===== src/rtl/scalar_wb_ctrl.sv =====
// Scalar writeback controller: merges ALU results and buffered load returns
// into one registered register-file write port, and tracks pending loads.
module scalar_wb_ctrl #(
    parameter int unsigned DEPTH  = 4,
    parameter int unsigned DATA_W = 16,
    parameter int unsigned ADDR_W = 3
) (
    input  logic                     clk,
    input  logic                     rst,
    input  logic                     alu_vld,
    input  logic [ADDR_W-1:0]        alu_dst,
    input  logic [DATA_W-1:0]        alu_data,
    input  logic                     ld_issue,
    input  logic [ADDR_W-1:0]        ld_issue_dst,
    input  logic                     ld_vld,
    output logic                     ld_rdy,
    input  logic [ADDR_W-1:0]        ld_dst,
    input  logic [DATA_W-1:0]        ld_data,
    output logic                     wr_en,
    output logic [ADDR_W-1:0]        wr_dst,
    output logic [DATA_W-1:0]        wr_data,
    output logic [(1<<ADDR_W)-1:0]   pend,
    output logic                     busy
);

    localparam int unsigned NREG  = 1 << ADDR_W;
    localparam int unsigned PTR_W = (DEPTH > 1) ? $clog2(DEPTH) : 1;
    localparam int unsigned CNT_W = $clog2(DEPTH + 1);

    typedef struct packed {
        logic [ADDR_W-1:0] dst;
        logic [DATA_W-1:0] data;
    } ld_entry_t;

    ld_entry_t              fifo_mem [DEPTH];
    logic [PTR_W-1:0]       rd_ptr;
    logic [PTR_W-1:0]       wr_ptr;
    logic [CNT_W-1:0]       count;

    logic                   full_c;
    logic                   empty_c;
    logic                   push_c;
    logic                   pop_c;
    ld_entry_t              head_c;
    logic [NREG-1:0]        pend_nxt_c;
    logic [CNT_W-1:0]       count_nxt_c;

    // Full is derived from the registered count only, so a same-cycle pop
    // never re-opens ld_rdy.
    always_comb begin
        full_c  = (count == CNT_W'(DEPTH));
        empty_c = (count == '0);
        ld_rdy  = !full_c && !rst;
        push_c  = ld_vld && ld_rdy;
        pop_c   = !alu_vld && !empty_c && !rst;
        head_c  = fifo_mem[rd_ptr];
        busy    = !rst && (!empty_c || (|pend));
    end

    // Occupancy and scoreboard next state; a set on the same bit beats a clear.
    always_comb begin
        count_nxt_c = count;
        case ({push_c, pop_c})
            2'b10:   count_nxt_c = count + CNT_W'(1);
            2'b01:   count_nxt_c = count - CNT_W'(1);
            default: count_nxt_c = count;
        endcase

        pend_nxt_c = pend;
        if (pop_c) begin
            pend_nxt_c[head_c.dst] = 1'b0;
        end
        if (ld_issue) begin
            pend_nxt_c[ld_issue_dst] = 1'b1;
        end
    end

    // Entry storage carries no reset; occupancy and pointers define validity.
    always_ff @(posedge clk) begin
        if (push_c) begin
            fifo_mem[wr_ptr] <= '{dst: ld_dst, data: ld_data};
        end
    end

    always_ff @(posedge clk) begin
        if (rst) begin
            rd_ptr <= '0;
            wr_ptr <= '0;
            count  <= '0;
            pend   <= '0;
        end else begin
            if (push_c) begin
                wr_ptr <= (wr_ptr == PTR_W'(DEPTH - 1)) ? '0 : wr_ptr + PTR_W'(1);
            end
            if (pop_c) begin
                rd_ptr <= (rd_ptr == PTR_W'(DEPTH - 1)) ? '0 : rd_ptr + PTR_W'(1);
            end
            count <= count_nxt_c;
            pend  <= pend_nxt_c;
        end
    end

    // Write port: ALU first, then FIFO head; address/data hold when idle.
    always_ff @(posedge clk) begin
        if (rst) begin
            wr_en   <= 1'b0;
            wr_dst  <= '0;
            wr_data <= '0;
        end else if (alu_vld) begin
            wr_en   <= 1'b1;
            wr_dst  <= alu_dst;
            wr_data <= alu_data;
        end else if (pop_c) begin
            wr_en   <= 1'b1;
            wr_dst  <= head_c.dst;
            wr_data <= head_c.data;
        end else begin
            wr_en   <= 1'b0;
        end
    end

endmodule


===== config.mk =====
export PLATFORM = sky130hd
export DESIGN_NAME = scalar_wb_ctrl
export DESIGN_NICKNAME = d
export VERILOG_FILES = /design/src/rtl/scalar_wb_ctrl.sv
export SDC_FILE = /design/constraint.sdc
export NUM_CORES = 1
export LEC_CHECK = 0
export CORE_MARGIN = 2
export CORE_UTILIZATION = 50
export DETAILED_ROUTE_END_ITERATION = 7
export PLACE_DENSITY = 0.88
export SLEW_MARGIN = 25
export SYNTH_ARGS = -nofsm -noshare
export SYNTH_HDL_FRONTEND = slang
export SYNTH_SLANG_ARGS = --single-unit

===== constraint.sdc =====
create_clock -name clk -period 3.1 [get_ports clk]
set_input_delay 0.465 -clock clk [delete_from_list [all_inputs] [get_ports clk]]
set_output_delay 0.465 -clock clk [all_outputs]
set_load 0.1 [all_outputs]

Word-level counts from Yosys, hierarchy flattened
Memories as Yosys holds them, arrays and structs flattened. A register that Yosys moved wholly into a read port is not among the register bits.
Index checks and enable logic that the tools add are counted.
{"block": "op_classes", "n_eq_ne": 5, "muxes": 19, "addsub": 4, "n_lt_le_gt_ge": 4, "reduce_logical": 16, "bitwise_logic": 3}
{"cell": "16-bit two-way mux", "count": 2}
{"cell": "8-bit two-way mux", "count": 2}
{"cell": "8-bit AND", "count": 1}
{"cell": "3-bit by 4-bit < comparator with 1-bit output, second input constant", "count": 2}
{"cell": "2-bit two-way mux", "count": 4}
{"cell": "8-bit NOT", "count": 1}
{"cell": "8-bit bitwise OR", "count": 1}
{"cell": "8-bit OR reduction", "count": 1}
{"cell": "1-bit logical AND", "count": 7}
{"cell": "1-bit demux with 3-bit select", "count": 2}
{"cell": "2-bit equality test, second input constant", "count": 3}
{"cell": "3-bit by 1-bit greater-or-equal comparator with 1-bit output, second input constant", "count": 2}
{"cell": "1-bit two-way mux", "count": 6}
{"cell": "3-bit two-way mux", "count": 2}
{"cell": "3-bit case mux with 2 select lines", "count": 1}
{"cell": "2-bit by 1-bit adder with 2-bit output, second input constant", "count": 2}
{"cell": "1-bit zero test", "count": 4}
{"cell": "2-bit nonzero test", "count": 2}
{"cell": "3-bit by 1-bit adder with 3-bit output, second input constant", "count": 1}
{"cell": "3-bit equality test, second input constant", "count": 1}
{"cell": "3-bit zero test", "count": 1}
{"cell": "3-bit by 1-bit subtractor with 3-bit output, second input constant", "count": 1}
{"cell": "2-bit by 1-bit equality test with 1-bit output, second input constant", "count": 1}
{"cell": "1-bit logical OR", "count": 1}
{"block": "totals", "ram_bits": 76, "in_bits": 46, "n_memories": 1, "register_bits": 35}
{"name": "fifo_mem", "words": 4, "width": 19, "read_ports": 1, "rd_ports_with_merged_regs": 1, "wr": 1, "line": "35", "source": "ld_entry_t fifo_mem [DEPTH];"}

Logic depth before layout (Yosys ltp)
Gate-level depths: netlist of the first run.
{"block": "logic_depth", "ltp_word": 9, "mapped_depth": 9, "ltp_nobuf": 9}

Worst setup path after synthesis of the first run
OpenSTA, ideal clock, no wires.
{"block": "synth_timing", "path_kind": "flip-flop to output port", "startpoint": "register pend[3]", "endpoint": "output port busy", "arrival_ns": 2.812, "required_time_ns": 2.635, "setup_slack_ns": -0.177, "stages_incl_launch_ff": 3, "n_path_buf": 0, "path_cell_list": "dfxtp_1 nor4_1 a31oi_1"}
{"block": "synth_via", "elab_chain_cells": 3}
{"element": "start: declaration", "line": "22", "source": "output logic [(1<<ADDR_W)-1:0] pend,"}
{"element": "start signal: assignment", "line": "99", "source": "pend <= pend_nxt_c;"}
{"element": "8-bit OR reduction", "line": "57", "source": "busy = !rst && (!empty_c || (|pend));"}
{"element": "1-bit logical OR", "line": "57"}
{"element": "1-bit logical AND", "line": "57"}
{"element": "end: declaration", "line": "23", "source": "output logic busy"}
No other way between the ends.

Worst setup path in the final report of the first run
{"block": "layout_timing", "startpoint": "register count[2]", "endpoint": "output port busy"}
{"block": "layout_via", "elab_chain_cells": 4}
{"element": "start: declaration", "line": "38", "source": "logic [CNT_W-1:0] count;"}
{"element": "start signal: assignment", "line": "98", "source": "count <= count_nxt_c;"}
{"element": "3-bit zero test", "line": "52", "source": "empty_c = (count == '0);"}
{"element": "1-bit zero test", "line": "57"}
{"element": "1-bit logical OR", "line": "57"}
{"element": "1-bit logical AND", "line": "57"}
No other way between the ends.

==> results of run 1 <==
cell usage after synthesis (all sizes together):
library cell | n | area, sq um
a211oi | 1 | 12.5
a21oi | 26 | 130
a221oi | 19 | 173
a22oi | 1 | 7.51
a311oi | 7 | 61.3
a31oi | 4 | 25.0
and2 | 5 | 31.3
and3 | 2 | 17.5
buf | 9 | 53.8
clkbuf | 12 | 46.3
dfxtp | 37 | 741
edfxtp | 76 | 2280
fa | 1 | 20.0
ha | 6 | 75.1
inv | 28 | 105
mux2 | 2 | 22.5
mux4 | 19 | 450
nand2 | 2 | 7.51
nand3 | 23 | 115
nand4 | 1 | 6.26
nand4b | 2 | 17.5
nor2 | 10 | 37.5
nor2b | 6 | 37.5
nor3 | 3 | 20.0
nor4 | 3 | 18.8
o21ai | 3 | 15.0
or3 | 2 | 12.5
or4 | 1 | 7.51
xor2 | 2 | 17.5
sequential cells by signal, summed over array words and instances (netlist names), named ones only:
name and count:
wr_data 16, wr_ptr 2, wr_dst 3, count 3, fifo_mem 76, pend 8, wr_en 1, rd_ptr 2
cells by family (layout without fill, tap and decap cells):
family | Yosys count | after routing
AOI/OAI and AO/OA | 61 | 61
xor gates and xnor gates | 2 | 2
adders and majority gates | 7 | 7
buffers and inverters | 49 | 146
DFF | 113 | 113
muxes | 21 | 21
and+or+nand+nor | 60 | 60
layer usage:
metal,wire length (um),GRT usage [%],vias to the layer above
li1,-,-,1384
met1,4040,26.5,1542
met2,5310,36.2,125
met3,616,5.41,18
met4,198,11.5,0
met5,0,0,-
area by class of cell:
| type | instances | share of cell area [%] |
|---|---|---|
| timing repair buffer | 86 | 13.1 |
| multi-input combinational | 151 | 22.5 |
| sequential | 113 | 50.4 |
| clock inverter | 15 | 3.07 |
| clock buffer | 17 | 6.91 |
| inverter | 28 | 1.75 |
| tap | 108 | 2.25 |
path summary, 6_finish.rpt:
check	endpoint	from	slack [ns]
worst min register to register	pend[6]$_SDFF_PP0_	pend[6]$_SDFF_PP0_	0.51
worst min-delay path	pend[6]$_SDFF_PP0_	pend[6]$_SDFF_PP0_	0.51
worst max-delay path	busy	count[2]$_SDFFE_PP0P_	0.84
worst max register to register	count[2]$_SDFFE_PP0P_	count[0]$_SDFFE_PP0P_	0.93
critical path, stage by stage (launching register included):
cell     delay (ns)
dfxtp_1        0.39
nor3_4         0.22
buf_4          0.31
a31oi_2        0.16
buf_12         0.19
power groups by stage:
stage               Sequential, mW  Combinational [mW]  Clock, mW
global route                  1.75               0.760       2.02
global placement              1.77               0.696          0
detailed placement            1.77               0.713          0
finish                        1.74               0.717       1.93
CTS                           1.74               0.718       1.95
floorplan                     1.96               0.304          0
per-stage QoR:
stage	hold WS, ns	power (mW)	instance area, sq um	util (%)	instances
after floorplan	0.472	2.26	4570	-	313
after global placement	0.479	2.46	5400	61.3	486
after detailed placement	0.497	2.48	5400	61.3	486
after CTS	0.505	4.42	6000	68.1	518
after global routing	0.518	4.53	6000	68.1	518
final	0.507	4.39	6000	68.1	518
==> flow_summary.json, run 1 <==
{
  "status": "completed",
  "synth-simple-area-share_pct": 7.21,
  "grt_pass1_vias": 3217,
  "layout.nets": 450,
  "cts_buffers": 17,
  "ctsResizeCount": 0,
  "hp-class": "reg -> reg",
  "grt_usage_pct": 21.8,
  "dp_slack_ns": 0.526,
  "synth_top_family_by_area": "multiplexers",
  "power.switching_mw": 1.23,
  "cts_setup_buffers": 0,
  "rr_worst_depth": 10,
  "port_buffers": 75,
  "finalSetupTns_ns": 0,
  "syn_area_sq_mm": 0.00457,
  "cts_tree": "yes",
  "relSlewSlack_pct": 41.5,
  "avgSynthCellArea_sq_um": 14.6,
  "htree_levels": 4,
  "grt_max_degree": 44,
  "synth_fa_ha_area_share_pct": 2.08,
  "ys_seq_area_share_pct": 66.2,
  "routabilityCongestion": 0.770,
  "cp_data_arrival_time_ns": 1.80,
  "io_pins": 76,
  "num_rows": 34,
  "die_h_um": 99.6,
  "syn_to_final_growth_pct": 31.3,
  "clk_path_buf_depth": 2,
  "n_antenna_cell": 0,
  "coreArea_sq_mm": 0.00881,
  "cp-end-kind": "output port",
  "drt-pass1-iter-count": 4,
  "critPathKind": "reg -> out",
  "clk_latency_ns": 0.51,
  "p_sw_share_pct": 28.0,
  "fin_skew_ns": 0.0108,
  "powerDensity_mw_per_mm2": 732,
  "maxSlewViolCount": 0,
  "post-route-period-util_pct": 73.0,
  "grt_pass1_wl_um": 16300,
  "holdPathStages": 2,
  "drive_above_1_share_pct": 22.7,
  "combPwrFrac_pct": 16.3,
  "synth_xor_area_share_pct": 0.384,
  "crit_fanout": 23,
  "overflow": 0,
  "clock.fmax_ghz": 0.442,
  "crit_path_start_kind": "flop",
  "p_leak_nw": 2.16,
  "synthCells": 313,
  "synth_cell_types": 36,
  "fp.dieW_um": 99.6,
  "die_area_sq_mm": 0.00991,
  "worst_pin_slew_ns": 0.878,
  "initial_core_util_pct": 51.9,
  "final_common_cell": "edfxtp_1",
  "clk_pin_slew_ns": 0.06,
  "final_cell_mix": "edfxtp_1 (76), clkdlybuf4s50_1 (45), buf_4 (39)",
  "rsz0062_at_grt": "false",
  "power.internal_mw": 3.16,
  "synth_mux_area_share_pct": 10.4,
  "p_seq_share_pct": 39.7,
  "root_buffer": "clkbuf_8",
  "drt_wl_total_um": 10200,
  "fin_crit_ns": 2.26,
  "synth-compound-area-share_pct": 9.29,
  "setup_violations": 0,
  "post_drt_via_cell_ratio": 5.92,
  "ys_warn_count": 0,
  "drc_errors": 0,
  "critPathRequiredTime_ns": 2.63,
  "fin_ws_ns": 0.838,
  "drt_iter0_markers": 236,
  "maxCapViolations": 0,
  "synth_nets": 366,
  "regArea_sq_mm": 0.00302,
  "hold_viol_final": 0,
  "hold_buffers": 0,
  "ant_nets": 0,
  "antenna_found_initial": 0,
  "dp_hpwl_um": 6230,
  "post_drt_wl_per_cell_um": 19.6,
  "multi_input_area_sq_mm": 0.00135,
  "n_fill_cell": 566,
  "dr_total_vias": 3069,
  "clock_sinks": 113,
  "vdd_ir_drop_max_v": 0.000534,
  "pwr-share-clk_pct": 44.0,
  "synth_seq_cells": 113
}
No activity file was read; power rests on OpenSTA's default activity.
==> run 2: changes to the inputs <==
==> constraint.sdc (replaced) <==
create_clock -name clk -period 2.28 [get_ports clk]
set_input_delay 0.342 -clock clk [delete_from_list [all_inputs] [get_ports clk]]
set_output_delay 0.342 -clock clk [all_outputs]
set_load 0.1 [all_outputs]
==> flow_summary.json, run 2 (synthesized netlist as in run 1, its figures left out) <==
{
  "clock_sinks": 113,
  "drc_errors": 0,
  "drive_above_1_share_pct": 24.0,
  "fin_skew_ns": 0.00797,
  "largestRegisters": "fifo_mem x76, wr_data x16, pend x8",
  "clk_path_buf_depth": 2,
  "path_buf_inv": 2,
  "cp_data_arrival_time_ns": 1.81,
  "maxSlewViolCount": 0,
  "power.switching_mw": 1.70,
  "grt_pass1_vias": 3213,
  "hp-class": "in -> reg",
  "powerDensity_mw_per_mm2": 978,
  "drt-pass1-iter-count": 4,
  "critPathKind": "reg -> out",
  "relSlewSlack_pct": 61.6,
  "post_drt_wl_per_cell_um": 20.2,
  "fin_ws_ns": 0.123,
  "vdd_ir_drop_max_v": 0.000723,
  "routabilityCongestion": 0.751,
  "cts_buffers": 17,
  "rsz0062_at_grt": "false",
  "p_seq_share_pct": 40.1,
  "p_leak_nw": 2.18,
  "overflow": 0,
  "post_drt_via_cell_ratio": 5.86,
  "drt_wl_total_um": 10600,
  "dr_total_vias": 3075,
  "antenna_found_initial": 0,
  "clk_pin_slew_ns": 0.05,
  "grt_pass1_wl_um": 16700,
  "die_area_sq_mm": 0.00991,
  "clock.fmax_ghz": 0.464,
  "cp_top_family": "buffers and inverters",
  "grt_max_degree": 44,
  "stdcell_area_sq_mm": 0.00605,
  "initial_core_util_pct": 51.9,
  "p_sw_share_pct": 28.7,
  "final_cell_mix": "edfxtp_1 (76), clkdlybuf4s50_1 (45), buf_4 (44)",
  "status": "completed",
  "n_fill_cell": 563,
  "grt_usage_pct": 22.6,
  "dp_slack_ns": -0.0447,
  "combPwrFrac_pct": 17.1,
  "worst_pin_slew_ns": 0.572,
  "syn_to_final_growth_pct": 32.5,
  "final_util_pct": 68.7,
  "multi_input_area_sq_mm": 0.00136,
  "hold_buffers": 0,
  "maxCapViolations": 0,
  "clk_latency_ns": 0.51,
  "dp_hpwl_um": 6640,
  "largest_reg_flops": 76,
  "crit_fanout": 23,
  "path_cells": "nor3_4, buf_4, a31oi_2, buf_12",
  "place_area_sq_mm": 0.00548,
  "io_pins": 76,
  "fin_crit_ns": 2.16,
  "layout.nets": 457,
  "final_common_cell": "edfxtp_1",
  "regArea_sq_mm": 0.00302,
  "cts_tree": "yes",
  "coreArea_sq_mm": 0.00881,
  "htree_levels": 4,
  "pwr-share-clk_pct": 42.8,
  "die_h_um": 99.6,
  "hold_ws_ns": 0.397,
  "crit_path_start_kind": "flop",
  "post-route-period-util_pct": 94.6,
  "cp-end-kind": "output port",
  "setup_violations": 0,
  "critPathMaxStageDelay_ns": 0.40,
  "top_register": "fifo_mem",
  "fp.dieW_um": 99.6,
  "drt_iter0_markers": 233,
  "hold_viol_final": 0,
  "critPathRequiredTime_ns": 1.94,
  "ant_nets": 0,
  "power.internal_mw": 4.22,
  "num_rows": 34,
  "total_power_mw": 5.92,
  "n_antenna_cell": 0,
  "root_buffer": "clkbuf_8",
  "port_buffers": 75,
  "crit_slowest_cell": "dfxtp_1",
  "ctsResizeCount": 0,
  "cts_setup_buffers": 0
}
-- run 2: tightest hold or removal path, stage by stage --
cell and delay [ns]:
clkdlybuf4s50_1 0.39, inv_1 0.05, a221oi_1 0.06
-- run 2: final cells by class --
| class | count | area share [%] |
|---|---|---|
| Clock buffer | 18 | 6.91 |
| Tap cell | 108 | 2.23 |
| Multi-Input combinational cell | 151 | 22.4 |
| Sequential cell | 113 | 49.9 |
| Timing Repair Buffer | 93 | 14.2 |
| Inverter | 28 | 1.74 |
| Clock inverter | 14 | 2.56 |
-- run 2: routing by layer --
layer	vias up	share of wire (%)	GRT usage [%]
li1	1401	-	-
met4	0	1.1	7.90
met2	121	52	39.3
met5	-	0	0
met3	16	5.9	5.76
met1	1537	41	27.6
-- run 2: through the flow --
step                cells  setup TNS, ns
finish                525              0
global placement      493              0
detailed placement    493        -0.0447
floorplan             313         -0.229
CTS                   525              0
global route          525              0
-- run 2: power by group through the flow --
stage	Clock, mW	Sequential (mW)	Combinational (mW)
floorplan	0	2.67	0.414
global placement	0	2.40	0.976
detailed placement	0	2.41	1.01
CTS	2.56	2.37	1.02
global route	2.65	2.38	1.07
finish	2.53	2.37	1.01
-- run 2: final timing paths --
check                           slack (ns)                  start                        to  depth (start not counted)
worst min-delay path                  0.40           alu_data[15]  wr_data[15]$_SDFFE_PP0P_                          3
worst min register to register        0.52     pend[6]$_SDFF_PP0_        pend[6]$_SDFF_PP0_                          2
worst max-delay path                  0.12  count[2]$_SDFFE_PP0P_                      busy                          4
worst max register to register        0.20  count[0]$_SDFFE_PP0P_     count[2]$_SDFFE_PP0P_                          9
